## src/rtl/bcd_stopwatch_timer.sv

```systemverilog
`default_nettype none
// ============================================================================
// Module   : bcd_stopwatch_timer
// Brief    : Four-digit BCD stopwatch/timer (SS.hh) with toggle start/pause.
// Revision : 1.0 - initial release
// ============================================================================
module bcd_stopwatch_timer #(
    parameter int TICK_DIV = 1000000
) (
    input  logic       clk,
    input  logic       reset,
    input  logic       toggle,
    input  logic [1:0] mode,
    input  logic [7:0] sw,
    output logic [3:0] reg_d0,
    output logic [3:0] reg_d1,
    output logic [3:0] reg_d2,
    output logic [3:0] reg_d3,
    output logic       running,
    output logic       done
);

    localparam int             c_cw   = (TICK_DIV > 1) ? $clog2(TICK_DIV) : 1;
    localparam logic [c_cw-1:0] c_last = c_cw'(TICK_DIV - 1);

    localparam logic [1:0] c_st_idle  = 2'd0;
    localparam logic [1:0] c_st_run   = 2'd1;
    localparam logic [1:0] c_st_pause = 2'd2;
    localparam logic [1:0] c_st_done  = 2'd3;

    logic [1:0]      r_state;
    logic [1:0]      w_state_nxt;
    logic            r_toggle_q;
    logic [c_cw-1:0] r_presc;
    logic            r_down;
    logic [15:0]     r_digits;

    logic            w_tog_edge;
    logic            w_tick;
    logic [3:0]      w_sw_hi;
    logic [3:0]      w_sw_lo;
    logic [15:0]     w_start;
    logic            w_start_term;
    logic [15:0]     w_step;
    logic            w_step_term;
    logic            w_carry;

    assign w_tog_edge = toggle & ~r_toggle_q;
    assign w_tick     = (r_state == c_st_run) && (r_presc == c_last);

    assign w_sw_hi = (sw[7:4] > 4'd9) ? 4'd9 : sw[7:4];
    assign w_sw_lo = (sw[3:0] > 4'd9) ? 4'd9 : sw[3:0];

    always_comb begin
        w_start = 16'h0000;
        case (mode)
            2'b00:   w_start = 16'h0000;
            2'b10:   w_start = 16'h9999;
            default: w_start = {w_sw_hi, w_sw_lo, 8'h00};
        endcase
    end

    assign w_start_term = mode[1] ? (w_start == 16'h0000) : (w_start == 16'h9999);

    // Ripple a +/-1 through the four digits; the terminal check stops d3 from wrapping.
    always_comb begin
        w_step  = r_digits;
        w_carry = 1'b1;
        for (int i = 0; i < 4; i++) begin
            if (w_carry) begin
                if (!r_down) begin
                    if (r_digits[i*4 +: 4] == 4'd9) begin
                        w_step[i*4 +: 4] = 4'd0;
                    end else begin
                        w_step[i*4 +: 4] = r_digits[i*4 +: 4] + 4'd1;
                        w_carry          = 1'b0;
                    end
                end else begin
                    if (r_digits[i*4 +: 4] == 4'd0) begin
                        w_step[i*4 +: 4] = 4'd9;
                    end else begin
                        w_step[i*4 +: 4] = r_digits[i*4 +: 4] - 4'd1;
                        w_carry          = 1'b0;
                    end
                end
            end
        end
    end

    assign w_step_term = r_down ? (w_step == 16'h0000) : (w_step == 16'h9999);

    always_comb begin
        w_state_nxt = r_state;
        case (r_state)
            c_st_idle: begin
                if (w_tog_edge) begin
                    w_state_nxt = w_start_term ? c_st_done : c_st_run;
                end
            end
            c_st_run: begin
                if (w_tog_edge) begin
                    w_state_nxt = c_st_pause;
                end else if (w_tick && w_step_term) begin
                    w_state_nxt = c_st_done;
                end
            end
            c_st_pause: begin
                if (w_tog_edge) begin
                    w_state_nxt = c_st_run;
                end
            end
            c_st_done: w_state_nxt = c_st_done;
            default:   w_state_nxt = c_st_idle;
        endcase
    end

    always_ff @(posedge clk) begin
        if (reset) begin
            r_state <= c_st_idle;
        end else begin
            r_state <= w_state_nxt;
        end
    end

    // A toggle edge in RUN wins over a coincident tick: no count, prescaler holds.
    always_ff @(posedge clk) begin
        if (reset) begin
            r_toggle_q <= 1'b0;
            r_presc    <= '0;
            r_digits   <= w_start;
            r_down     <= mode[1];
        end else begin
            r_toggle_q <= toggle;
            case (r_state)
                c_st_idle: begin
                    r_presc  <= '0;
                    r_digits <= w_start;
                    r_down   <= mode[1];
                end
                c_st_run: begin
                    if (!w_tog_edge) begin
                        if (w_tick) begin
                            r_presc  <= '0;
                            r_digits <= w_step;
                        end else begin
                            r_presc <= r_presc + c_cw'(1);
                        end
                    end
                end
                c_st_pause: r_presc <= r_presc;
                default:    r_presc <= '0;
            endcase
        end
    end

    assign reg_d0  = r_digits[3:0];
    assign reg_d1  = r_digits[7:4];
    assign reg_d2  = r_digits[11:8];
    assign reg_d3  = r_digits[15:12];
    assign running = (r_state == c_st_run);
    assign done    = (r_state == c_st_done);

endmodule
`default_nettype wire

```

## config.mk

```make
export PLATFORM = sky130hd
export DESIGN_NAME = bcd_stopwatch_timer
export DESIGN_NICKNAME = d
export VERILOG_FILES = /design/src/rtl/bcd_stopwatch_timer.sv
export SDC_FILE = /design/constraint.sdc
export NUM_CORES = 1
export LEC_CHECK = 0
export CAP_MARGIN = 25
export CORE_ASPECT_RATIO = 0.7
export CORE_MARGIN = 8
export CORE_UTILIZATION = 57
export CTS_BUF_LIST = sky130_fd_sc_hd__clkbuf_8 sky130_fd_sc_hd__clkbuf_16
export DETAILED_ROUTE_END_ITERATION = 10
export GPL_ROUTABILITY_DRIVEN = 0
export GPL_TIMING_DRIVEN = 0
export PLACE_DENSITY = 0.81
export RECOVER_POWER = 50
export SYNTH_ARGS = -nofsm -noshare
export SYNTH_HDL_FRONTEND = slang
export SYNTH_SLANG_ARGS = --single-unit
```

## constraint.sdc

```tcl
create_clock -name clk -period 2.7 [get_ports clk]
set_input_delay 0.405 -clock clk [delete_from_list [all_inputs] [get_ports clk]]
set_output_delay 0.405 -clock clk [all_outputs]
set_load 0.01 [all_outputs]
```

==> flow_summary.toml <==
[status]
outcome = "completed"

[worst_setup_path]
r2r_setup_slack_ns = 0.07
cp.arrival_ns = 2.87
crit_chain = "or4b_4 -> nor2_2 -> o211ai_1 -> o311a_1 -> or4_1 -> mux2i_1 -> a41o_1"
rr_worst_depth = 7
crit_buf_inv = 0
cp-endpoint = "r_state[1]"
crit_fanout = 7
worstSetupStartpoint = "r_down"
slowest_delay_ns = 0.59
worst-path-stages = 7
endpoint_kind = "flip-flop"
critPathKind = "reg2reg"
crit_slowest_cell = "or4b_4"
required_ns = 2.94
start_kind = "flip-flop"
crit_family = "simple AND/OR/NAND/NOR gates"
rr_endpoint = "r_state[1]"
r2r-start = "r_down"

[timing]
slew_viol_final = 0
setup_viol = 0
fin_skew_ns = 0.00687
relSlewSlack_pct = 53.6
finalCritPeriodShare_pct = 97.3
worst_pin_slew_ns = 0.694
finalSetupTns_ns = 0
finalCriticalPeriod_ns = 2.63
whs_ns = 0.476
maxClockFrequency_ghz = 0.381
rsz0062_at_grt = "false"
final-hold-violation-count = 0

[die]
rows = 21
die_w_um = 101
die_area_um2 = 7630
start_util_pct = 59.7
design.portCount = 31
core_area_um2 = 4830
die_h_um = 75.5

[drt]
via_per_inst = 6.24
met3WireLength_um = 936
drt-initial-drc-count = 345
avgRoutedWirePerCell_um = 16.4
drc_errors = 0
vias = 2909
met2_length_mm = 2.94
first_pass_iters = 4
antenna_left = 0
wl_mm = 7.65
wl_met1_mm = 3.70
highest_layer = "met4"

[hold_path]
min_path_type = "reg2reg"
hold_depth = 2

[place]
numPortBuffers = 30
hpwl_mm = 5.78
dpl.cell_count = 459
placed_cell_area_um2 = 3280

[clock_tree]
clk_latency_ns = 0.30
ctsHoldBuffers = 0
cts_root_buf = "clkbuf_8"
cts_tree = "done"
cts_buffers = 5
cts_setup_buffers = 0
clkTransAtPathRegs_ns = 0.08
h-tree-depth = 2
clk_path_buf_depth = 2
clock-sinks = 40

[power]
pwr_density_cell_nw_per_um2 = 481
total_power_mw = 1.62
peakVddDrop_mv = 0.310
p_leak_nw = 1.16

[synth]
synth_cell_types = 68
synth_edf_count = 17
ys_seq_elements = 40
yosysSeqAreaShare_pct = 33.7
synth_warnings = 0
synthCells = 359
async_reset_ff_share_pct = 0
synth_area_um2 = 2890
synth.avg_cell_area_um2 = 8.04
synth_nets = 373
ys.flop_type = "dfxtp_1"

[final_layout]
layout.nets = 410
finalNonFillerCells = 466
syn_to_final_growth_pct = 17.1
antenna_cells = 0
finalInstanceArea_um2 = 3380
drive_gt1_share_pct = 8.06

[global_route]
track_usage_pct = 20.5
grt_overflow_total = 0
antenna_found_initial = 0
grt_pass1_vias = 2536
grt_pass1_wl_mm = 12.5
grt_start_max_net_pins = 17

[job]
cap_violations = 0
cell usage in the layout, fill, tap and decap left out, drive strengths merged, types with 5 or more instances in the layout:
cell and n:
dlygate4sd3 20, clkdlybuf4s50 10, or3 5, a21oi 18, a211oi 6, edfxtp 17, inv 10, o21ai 27
dfxtp 23, buf 8, xor2 11, nand4 7, nor2 56, nor2b 10, nor4 5, nand3 19
nor3 7, clkbuf 18, xnor2 9, a31oi 6, nand2 29
tightest hold or removal path: stages (launching register included):
cell     delay (ns)
dfxtp_1        0.32
nand2_1        0.06
a21oi_1        0.05
synthesized netlist by cell type, drive strengths merged, types with 6 or more instances:
cell type	n	area, um2
nor3	7	35.0
nor2b	10	62.6
o21ai	27	139
a211oi	6	45.0
inv	8	30.0
nand2	29	109
a31oi	6	37.5
edfxtp	17	510
xnor2	9	78.8
nor2	56	220
xor2	11	96.3
nand4	7	43.8
a21oi	18	90.1
nand3	19	95.1
dfxtp	23	460
clkbuf	13	68.8
buf	8	58.8
metal layers:
metal	GRT usage, %	vias up
met4	4.43	0
met2	28.5	168
met3	5.66	12
met1	30.3	1323
li1	-	1406
met5	0	-
final cells by class:
cell class | instances | area, um2
Buffer | 20 | 116
Clock buffer | 5 | 68.8
Clock inverter | 3 | 16.3
Fill cell | 405 | 1460
Inverter | 8 | 30.0
Multi-Input combinational cell | 290 | 1780
Sequential cell | 40 | 971
Tap cell | 69 | 86.3
Timing Repair Buffer | 31 | 305
metrics by stage:
stage / util, % / setup slack, ns
CTS: 69.7 / 0.0965
floorplan: - / 0.287
global route: 69.9 / 0.0211
global placement: 67.7 / 0.0574
detailed placement: 67.8 / 0.0379
finish: 69.9 / 0.0736
cell families after synthesis:
family,count (synthesis),share of synthesized area (%)
compound gates,93,21.1
xor+xnor,20,6.07
fa+ha+maj,1,0.434
buf+inv,29,5.46
flops,40,33.7
mux,1,0.347
simple gates,175,32.9
state kept, by name, summed over array words and instances (netlist names):
| register | count |
|---|---|
| r_digits | 16 |
| r_down | 1 |
| r_presc | 20 |
| r_state | 2 |
| r_toggle_q | 1 |
how the worst min path moves through the flow:
| stage | slack, ns | to | startpoint |
|---|---|---|---|
| 6_report | 0.48 | r_presc[17] | r_presc[17] |
| 5_1_grt | 0.51 | r_presc[17] | r_presc[17] |
| 4_1_cts | 0.47 | r_presc[17] | r_presc[17] |
| 3_5_place_dp | 0.46 | r_presc[17] | r_presc[17] |
| 3_3_place_gp | 0.45 | r_presc[17] | r_presc[17] |
| 2_1_floorplan | 0.43 | r_presc[17] | r_presc[17] |
report_power, final:
part           switching [mW]  internal, mW  leakage, nW
combinational           0.282         0.204        0.736
clock                   0.235         0.180       0.0464
sequential             0.0512         0.671        0.373
timing repair:
item	CTS	global route
pin swaps	0	1
gates resized for setup	1	3
cloned	0	0
endpoints found under the setup margin	1	7
Power figures use the tool's default switching activity.
